## config.mk

```make
export PLATFORM = sky130hd
export DESIGN_NAME = serializer_scheduler
export DESIGN_NICKNAME = d
export VERILOG_FILES = /design/src/rtl/serializer_scheduler.sv
export SDC_FILE = /design/constraint.sdc
export NUM_CORES = 1
export LEC_CHECK = 0
export ABC_AREA = 1
export BUFFER_PORTS_ARGS = -buffer_cell sky130_fd_sc_hd__buf_2
export CAP_MARGIN = 15
export CORE_ASPECT_RATIO = 1.75
export CORE_MARGIN = 4
export CORE_UTILIZATION = 45
export DETAILED_ROUTE_END_ITERATION = 6
export PLACE_DENSITY = 0.86
export SYNTH_ARGS = -nofsm -noshare
export SYNTH_HDL_FRONTEND = slang
export SYNTH_SLANG_ARGS = --single-unit
```

## constraint.sdc

```tcl
create_clock -name clk -period 3.6 [get_ports clk]
set_input_delay 0.36 -clock clk [delete_from_list [all_inputs] [get_ports clk]]
set_output_delay 0.36 -clock clk [all_outputs]
set_load 0.02 [all_outputs]
```

## src/rtl/serializer_scheduler.sv

```systemverilog
// Round-robin scheduler sharing one timestamp serializer among N_CH sources.
// Define SERSCHED_CHANNEL_TAG_EN to put the granted channel index in ser_frame[31:32-CHW].
module serializer_scheduler #(
  parameter int N_CH         = 4,
  parameter int CHW          = 2,
  parameter int ARM_CYCLES   = 2,
  parameter int FRAME_CYCLES = 42,
  parameter int GAP_CYCLES   = 8
) (
  input  logic               clk,
  input  logic               rstb,
  input  logic [N_CH-1:0]    req_valid,
  input  logic [32*N_CH-1:0] req_data,
  output logic [N_CH-1:0]    req_ready,
  output logic               ser_startb,
  output logic [31:0]        ser_frame,
  output logic               busy,
  output logic [CHW-1:0]     last_ch,
  output logic [15:0]        frame_cnt
);

  localparam int WAIT_LEN = FRAME_CYCLES + GAP_CYCLES;
  localparam int CNT_MAX  = (WAIT_LEN > ARM_CYCLES) ? WAIT_LEN : ARM_CYCLES;
  localparam int CNTW     = $clog2(CNT_MAX + 1);
  localparam logic [CNTW-1:0] ARM_LAST  = CNTW'(ARM_CYCLES - 1);
  localparam logic [CNTW-1:0] WAIT_LAST = CNTW'(WAIT_LEN - 1);
  localparam logic [CHW-1:0]  CH_LAST   = CHW'(N_CH - 1);

  typedef enum logic [1:0] {
    S_IDLE = 2'd0,
    S_ARM  = 2'd1,
    S_WAIT = 2'd2
  } state_t;

  state_t          state_q, state_d;
  logic [CNTW-1:0] cnt_q, cnt_d;
  logic [CHW-1:0]  ptr_q, ptr_d;
  logic [N_CH-1:0] ready_q, ready_d;
  logic            startb_q, startb_d;
  logic [31:0]     frame_q, frame_d;
  logic            busy_q, busy_d;
  logic [CHW-1:0]  last_q, last_d;
  logic [15:0]     fcnt_q, fcnt_d;

  logic            gnt_any_s;
  logic [CHW-1:0]  gnt_idx_s;
  logic [31:0]     gnt_data_s;
  logic [31:0]     frame_sel_s;

  // Round-robin search: walk offsets downward so the nearest valid above the pointer wins
  always_comb begin
    gnt_any_s = 1'b0;
    gnt_idx_s = '0;
    for (int k = N_CH - 1; k >= 0; k--) begin
      if (req_valid[(int'(ptr_q) + k) % N_CH]) begin
        gnt_any_s = 1'b1;
        gnt_idx_s = CHW'((int'(ptr_q) + k) % N_CH);
      end else begin
        gnt_any_s = gnt_any_s;
      end
    end
  end

  // Frame word of the winning channel, optionally tagged with its index
  always_comb begin
    gnt_data_s = req_data[32*gnt_idx_s +: 32];
`ifdef SERSCHED_CHANNEL_TAG_EN
    frame_sel_s = {gnt_idx_s, gnt_data_s[31-CHW:0]};
`else
    frame_sel_s = gnt_data_s;
`endif
  end

  // Next-state logic for grant, arm/fire and frame-plus-gap hold-off
  always_comb begin
    state_d  = state_q;
    cnt_d    = cnt_q;
    ptr_d    = ptr_q;
    ready_d  = '0;
    startb_d = startb_q;
    frame_d  = frame_q;
    last_d   = last_q;
    fcnt_d   = fcnt_q;
    case (state_q)
      S_IDLE: begin
        if (gnt_any_s) begin
          ready_d[gnt_idx_s] = 1'b1;
          frame_d  = frame_sel_s;
          startb_d = 1'b1;
          last_d   = gnt_idx_s;
          ptr_d    = (gnt_idx_s == CH_LAST) ? '0 : gnt_idx_s + 1'b1;
          cnt_d    = '0;
          state_d  = S_ARM;
        end else begin
          state_d = S_IDLE;
        end
      end
      S_ARM: begin
        startb_d = 1'b1;
        if (cnt_q == ARM_LAST) begin
          startb_d = 1'b0;
          fcnt_d   = fcnt_q + 16'd1;
          cnt_d    = '0;
          state_d  = S_WAIT;
        end else begin
          cnt_d = cnt_q + 1'b1;
        end
      end
      S_WAIT: begin
        startb_d = 1'b0;
        if (cnt_q == WAIT_LAST) begin
          cnt_d   = '0;
          state_d = S_IDLE;
        end else begin
          cnt_d = cnt_q + 1'b1;
        end
      end
      default: begin
        startb_d = 1'b0;
        cnt_d    = '0;
        state_d  = S_WAIT;
      end
    endcase
    busy_d = (state_d != S_IDLE);
  end

  // State and output registers; reset parks in WAIT so an in-flight frame drains
  always_ff @(posedge clk or negedge rstb) begin
    if (!rstb) begin
      state_q  <= S_WAIT;
      cnt_q    <= '0;
      ptr_q    <= '0;
      ready_q  <= '0;
      startb_q <= 1'b0;
      frame_q  <= 32'h0000_0000;
      busy_q   <= 1'b1;
      last_q   <= '0;
      fcnt_q   <= 16'h0000;
    end else begin
      state_q  <= state_d;
      cnt_q    <= cnt_d;
      ptr_q    <= ptr_d;
      ready_q  <= ready_d;
      startb_q <= startb_d;
      frame_q  <= frame_d;
      busy_q   <= busy_d;
      last_q   <= last_d;
      fcnt_q   <= fcnt_d;
    end
  end

  assign req_ready  = ready_q;
  assign ser_startb = startb_q;
  assign ser_frame  = frame_q;
  assign busy       = busy_q;
  assign last_ch    = last_q;
  assign frame_cnt  = fcnt_q;

endmodule
```

==> run_results.csv, run 1 <==
group,metric,value,unit
clocking,cts_sinks,66,
cells_and_area,final_area,5880,um^2
clocking,cts_setup_buffers,0,
grt,grt_usage,22.1,%
worst_hold_path,hp-class,"input pin to asynchronous set/reset pin",
drt,detail_route.wirelength,13.4,mm
clocking,cts_root_buf,"clkbuf_16",
drt,route.detailed.drc,0,
grt,overflow,0,
clocking,cts_buffers,9,
drt,vias,5075,
critical_path,r2r-end,"ser_frame[13]",
synth,netlist_area,4680,um^2
power_and_ir_drop,ir_worst_vdd,0.000918,V
power_and_ir_drop,power,5700,uW
sta,setup_slack,1.05,ns
sta,setup_tns,0,ns
clocking,htree_num_levels,3,
critical_path,crit_type,"flip-flop to flip-flop",
place,place_area,5590,um^2
critical_path,path_cells,"o21ai_0, nand2_1, nand2_1, inv_1, nand3_1, nand2_1, buf_4, nand3_1, nand2_1, nand2_1, nand2_1",
place,dpl.hpwl,9.96,mm
cells_and_area,fillers,1008,
place,portBuffers,189,
place,pre_cts_slack,1.04,ns
critical_path,path_common_cell,"nand2_1",
critical_path,crit_slowest_cell,"dfrtp_1",
grt,grt_pass1_wl,21.6,mm
sta,hold_viol,0,
clocking,holdBufCountCts,0,
die,io_pins,190,
grt,grt_max_degree,65,
critical_path,start_kind,"flip-flop",
drt,drtIter0Drc,200,
grt,grt_pass1_vias,4771,
synth,synth_area_leaders,"dfrtp_1 (34%), nand2_1 (20%), nand3_1 (15%)",
sta,setup_viol,0,
grt,antenna_found_initial,0,
clocking,clk_latency,0.32,ns
die,dieArea,12200,um^2
drt,postRouteAntennaNets,0,
synth,ys_warn_count,0,
drt,wire_per_inst,13.0,um
sta,worst_pin_slew,0.804,ns
cells_and_area,insertedDiodeCount,0,
synth,syn-num-nets,871,
cells_and_area,multiInputGateArea,2190,um^2
cells_and_area,layout.nets,1041,
clocking,clkTransAtPathRegs,0.06,ns
clocking,tritoncts,"built",
synth,yosysUniqueCellTypes,28,
critical_path,reg2reg_from,"ptr_q[0]",
clocking,cts_resized,0,
sta,max_freq,391,MHz
die,start_util,45.7,%
synth,yosysSeqAreaShare,35.3,%
sta,relSlewSlack,46.3,%
sta,rsz0062_at_grt,"no",
place,gp_congestion,0.874,
sta,worst_hold_slack,0.0868,ns
synth,synth_top_area_share,34.2,%
synth,syn_area_per_cell,6.42,um^2
critical_path,crit_required,3.86,ns
sta,finClkSkew,0.00704,ns
status,outcome,"complete, no violations",
die,chipWidth,85.1,um
cells_and_area,ff_latch_area,1650,um^2
cells_and_area,layout-drive-gt1-share,24.6,%
critical_path,rrSetupSlack,1.05,ns
critical_path,path_buf_inv,2,
critical_path,critPathMaxStageDelay,0.65,ns
flow_run,drv_cap,0,
synth,synth-seq-cells,66,
synth,synth_area_leader_cell,"dfrtp_1",
power_and_ir_drop,p_leak,0.00373,uW
cells_and_area,syn_to_final_growth,25.6,%
critical_path,cp_top_family,"simple AND/OR/NAND/NOR gates",
sta,finalCritPeriodShare,71.0,%
critical_path,reg2reg_depth,11,
die,rows,49,
sta,slew_viol_final,0,
power_and_ir_drop,power_density,970,nW/um^2
sta,fin_crit,2.55,ns
clocking,clockBufferDepth,2,
critical_path,crit_fanout,21,
drt,dr.pass1.iters,4,
drt,via_per_inst,4.92,
synth,synth_cells,729,
die,core_area,10200,um^2
die,die_h,143,um
critical_path,worstSetupEndpointType,"flip-flop",
critical_path,cp_data_arrival_time,2.81,ns
[metrics by stage]
stage	cells	util, %
after CTS	1031	57.4
after global placement	1015	54.6
final	1031	57.4
after floorplan	729	-
after global routing	1031	57.4
after detailed placement	1015	54.6
[logic make-up (layout without fill, tap and decap cells)]
family | Yosys count | after routing | synth area share, %
simple gates | 425 | 425 | 38.8
buf+inv | 192 | 367 | 18.1
flops | 66 | 66 | 35.3
compound gates | 22 | 22 | 2.59
xor+xnor | 15 | 15 | 2.81
fa+ha+maj | 8 | 8 | 2.14
mux | 1 | 1 | 0.241
[registers in the layout, indices dropped and copies added (netlist names)]
| register | count |
|---|---|
| state_q | 2 |
| busy | 1 |
| cnt_q | 6 |
| ser_frame | 32 |
| last_ch | 2 |
| ptr_q | 2 |
| frame_cnt | 16 |
| req_ready | 4 |
| ser_startb | 1 |
[worst max-delay path by stage]
| stage | start | endpoint | slack [ns] | cells past startpoint |
|---|---|---|---|---|
| after floorplan | ptr_q[0] | ptr_q[1] | 1.72 | 12 |
| after global placement | ptr_q[0] | ser_frame[13] | 1.08 | 11 |
| after detailed placement | ptr_q[0] | ser_frame[4] | 1.04 | 11 |
| after CTS | ptr_q[0] | ser_frame[2] | 1.02 | 11 |
| after global routing | ptr_q[0] | ptr_q[0] | 0.74 | 11 |
| final | ptr_q[0] | ser_frame[13] | 1.05 | 11 |
[cells in the mapped netlist (all sizes together)]
cell and number:
a21oi 8, buf 33, clkbuf 3, dfrtp 64, dfstp 2, ha 8, inv 156, mux2 1
nand2 250, nand3 140, nand4 5, nor2 24, nor3 3, nor3b 1, nor4 2, o21a 1
o21ai 12, o22ai 1, xnor2 5, xor2 10
[per-layer routing]
| metal | GRT usage [%] | vias up | routed length, um |
|---|---|---|---|
| met2 | 40.0 | 178 | 7190 |
| met1 | 24.9 | 2322 | 4920 |
| met4 | 10.1 | 0 | 489 |
| li1 | - | 2540 | - |
| met5 | 0 | - | 0 |
| met3 | 4.04 | 35 | 847 |
[layout make-up]
class,count,share of cell area (%)
tap,127,2.70
clock buffer,13,4.26
timing repair buffer,195,17.1
clock inverter,3,0.681
inverter,156,9.96
sequential,66,28.1
multi-input combinational,471,37.2
[placed cells by master (no fill, tap or decap), drive strengths merged]
master,count
bufinv,1
dfstp,2
nor3b,1
nand2,250
dfrtp,64
o21a,1
nand3,140
nand4,5
xor2,10
mux2,1
nor2,24
a21oi,8
nor3,3
clkinv,2
nor4,2
clkbuf,13
buf,195
o22ai,1
inv,156
o21ai,12
xnor2,5
ha,8
[where the power goes]
part / switching, uW / total (uW) / internal (uW)
Combinational: 2460 / 3630 / 1170
Clock: 299 / 851 / 553
Sequential: 186 / 1220 / 1030
Note: power is estimated with default switching activity, not from simulation.
==> inputs of run 2 (changes only) <==
--- a/config.mk
+++ b/config.mk
@@ -5,14 +5,14 @@
 export SDC_FILE = /design/constraint.sdc
 export NUM_CORES = 1
 export LEC_CHECK = 0
-export ABC_AREA = 1
+export ABC_AREA = 0
 export BUFFER_PORTS_ARGS = -buffer_cell sky130_fd_sc_hd__buf_2
 export CAP_MARGIN = 15
 export CORE_ASPECT_RATIO = 1.75
 export CORE_MARGIN = 4
 export CORE_UTILIZATION = 45
 export DETAILED_ROUTE_END_ITERATION = 6
-export PLACE_DENSITY = 0.86
+export PLACE_DENSITY = 0.88
 export SYNTH_ARGS = -nofsm -noshare
 export SYNTH_HDL_FRONTEND = slang
 export SYNTH_SLANG_ARGS = --single-unit
==> constraint.sdc (replaced) <==
create_clock -name clk -period 2.6 [get_ports clk]
set_input_delay 0.26 -clock clk [delete_from_list [all_inputs] [get_ports clk]]
set_output_delay 0.26 -clock clk [all_outputs]
set_load 0.02 [all_outputs]
==> run_results.csv, run 2 <==
group,metric,value,unit
synth,synthTopCellsByCount,"and3_1 (74), dfrtp_1 (64), nor2_1 (42)",
die,io_pins,190,
drt,vias,3987,
sta,hold_viol,0,
synth,ys_warn_count,0,
status,outcome,"complete, no violations",
critical_path,crit_required,2.84,ns
clocking,cts_root_buf,"clkbuf_16",
drt,via_per_inst,5.58,
cells_and_area,final_common_cell,"buf_2",
power_and_ir_drop,pwr-share-seq,28.2,%
synth,yosysUniqueCellTypes,48,
cells_and_area,instances_no_fill,714,
synth,synth_xor_area_share,3.19,%
critical_path,cp_data_arrival_time,2.29,ns
synth,muxShareOfSynthArea,0.516,%
place,placedCellCount,697,
sta,max_freq,488,MHz
worst_hold_path,hp-class,"input pin to flip-flop",
critical_path,crit_type,"flip-flop to flip-flop",
cells_and_area,final_cell_mix,"buf_2 (189), and3_1 (74), dfrtp_1 (64), nor2_1 (42), a211oi_1 (34)",
synth,yosys.area_share.simple,29.0,%
worst_hold_path,hold_depth,3,
power_and_ir_drop,p_leak,0.00270,uW
cells_and_area,largest_reg_flops,32,
sta,setup_viol,0,
die,dieArea,10800,um^2
synth,yosysSeqAreaShare,40.2,%
clocking,tritoncts,"built",
grt,grt_max_degree,39,
critical_path,r2r-end,"frame_cnt[12]",
sta,rsz0062_at_grt,"no",
cells_and_area,insertedDiodeCount,0,
synth,synth-async-reset-ratio,100,%
sta,worst_hold_slack,0.204,ns
synth,synth_edf_count,0,
drt,detail_route.wirelength,12.1,mm
clocking,htree_num_levels,3,
synth,synth_area_leader_cell,"dfrtp_1",
drt,wire_per_inst,17.0,um
clocking,clockBufferDepth,2,
synth,syn-num-nets,552,
sta,worst_pin_slew,0.550,ns
grt,grt_pass1_wl,19.1,mm
cells_and_area,layout.nets,731,
power_and_ir_drop,power_density,1080,nW/um^2
worst_hold_path,hold_end,"ser_frame[12]",
cells_and_area,final_util,60.5,%
grt,grt_pass1_vias,4006,
die,die_h,135,um
cells_and_area,syn_to_final_growth,31.8,%
drt,dr.pass1.iters,4,
place,portBuffers,189,
die,start_util,45.9,%
synth,synth_cells,410,
die,rows,46,
critical_path,worstSetupEndpointType,"flip-flop",
synth,synth-compound-area-share,19.3,%
clocking,clkTransAtPathRegs,0.05,ns
synth,synth_ff_type,"dfrtp_1",
sta,fin_crit,2.05,ns
power_and_ir_drop,internal_power,3330,uW
synth,syn_area_per_cell,10.0,um^2
die,core_area,8980,um^2
clocking,cts_buffers,9,
power_and_ir_drop,power_frac_clock,19.8,%
synth,synth_top_area_share,38.9,%
critical_path,rrSetupSlack,0.55,ns
place,gp_congestion,0.859,
sta,setup_tns,0,ns
cells_and_area,layout-drive-gt1-share,48.5,%
synth,yosysMostFrequentCell,"and3_1",
sta,finClkSkew,0.00759,ns
grt,overflow,0,
drt,route.detailed.drc,0,
critical_path,start_kind,"flip-flop",
die,chipWidth,80.3,um
clocking,cts_sinks,66,
grt,grt_usage,22.5,%
synth,synth_area_leaders,"dfrtp_1 (39%), and3_1 (11%), a211oi_2 (9.1%)",
sta,relSlewSlack,63.3,%
critical_path,crit_fanout,9,
critical_path,reg2reg_depth,7,
power_and_ir_drop,ir_worst_vdd,0.000569,V
synth,synth-adder-area-share,2.43,%
power_and_ir_drop,switchingPower,2560,uW
clocking,clk_latency,0.33,ns
flow_run,drv_cap,0,
power_and_ir_drop,sw_frac_of_total,43.4,%
synth,synth-seq-cells,66,
power_and_ir_drop,combPwrFrac,51.9,%
sta,finalCritPeriodShare,78.8,%
sta,slew_viol_final,0,
grt,antenna_found_initial,0,
synth,synth_top_family_by_area,"simple AND/OR/NAND/NOR gates",
drt,drtIter0Drc,167,
synth,netlist_area,4120,um^2
place,dpl.hpwl,9.22,mm
worst_hold_path,hp-start,"req_data[12]",
critical_path,reg2reg_from,"cnt_q[1]",
drt,postRouteAntennaNets,0,
[run 2: cell types whose count changed after synthesis, sizes merged, moves of 6 or more]
cell / change
nor2: +18
nand3: -131
nor3: +30
and3: +74
o21ai: -9
buf: -6
a21oi: -6
a211oi: +64
inv: -149
nand2: -234
[run 2: cell type report]
cell class,instances,area (um^2)
fillers,767,3550
multi-input cells,304,2260
flip-flops and latches,66,1650
repair buffers,201,1050
clock buffers,10,229
well taps,120,150
clock inverters,6,57.6
inverters,7,26.3
[run 2: layer usage]
layer | wire length [um] | vias up | GRT usage, %
met5 | 0 | - | 0
met4 | 439 | 0 | 10.5
met3 | 671 | 39 | 4.27
met2 | 6620 | 173 | 41.2
met1 | 4390 | 1904 | 24.3
li1 | - | 1871 | -
[run 2: repair_timing]
| action | in CTS | in global routing |
|---|---|---|
| buffers inserted | 0 | 0 |
| hold endpoints to repair | 12 | 0 |
| hold buffers | 1 | 0 |
| resized for setup | 0 | 0 |
[run 2: through the flow]
stage	area, um^2	setup WS (ns)	power, uW
2_1_floorplan	4120	0.912	3890
4_1_cts	5430	0.560	5930
5_1_grt	5430	0.411	6280
3_3_place_gp	5130	0.642	4620
6_report	5430	0.552	5890
3_5_place_dp	5130	0.575	4730
[run 2: worst max-delay path by stage]
stage                  from            end  slack (ns)  cells past startpoint
6_report           cnt_q[1]  frame_cnt[12]        0.55                      7
3_3_place_gp   req_valid[1]  ser_frame[30]        0.64                      6
4_1_cts            cnt_q[1]  frame_cnt[12]        0.56                      7
2_1_floorplan    state_q[1]  frame_cnt[10]        0.91                      7
5_1_grt            cnt_q[1]  frame_cnt[12]        0.41                      7
3_5_place_dp       cnt_q[1]  frame_cnt[11]        0.58                      7
[run 2: critical path, stage by stage, from the launching register on]
cell	delay [ns]
dfrtp_1	0.40
inv_1	0.07
ha_1	0.13
nor3b_2	0.25
and3_1	0.43
and3_1	0.32
and3_1	0.19
xor2_1	0.18
[run 2: cells by family after synthesis]
logic type | count (synthesis)
AO/OA/AOI/OAI | 85
flip-flops | 66
buffers and inverters | 40
multiplexers | 2
XOR/XNOR | 15
adder cells (fa/ha/maj) | 8
AND/OR/NAND/NOR | 194
[run 2: power groups by stage]
stage | sequential (uW) | clock (uW) | combinational, uW
6_report | 1660 | 1170 | 3060
4_1_cts | 1660 | 1190 | 3070
2_1_floorplan | 2050 | 0 | 1840
3_5_place_dp | 1670 | 0 | 3060
3_3_place_gp | 1660 | 0 | 2960
5_1_grt | 1710 | 1250 | 3320
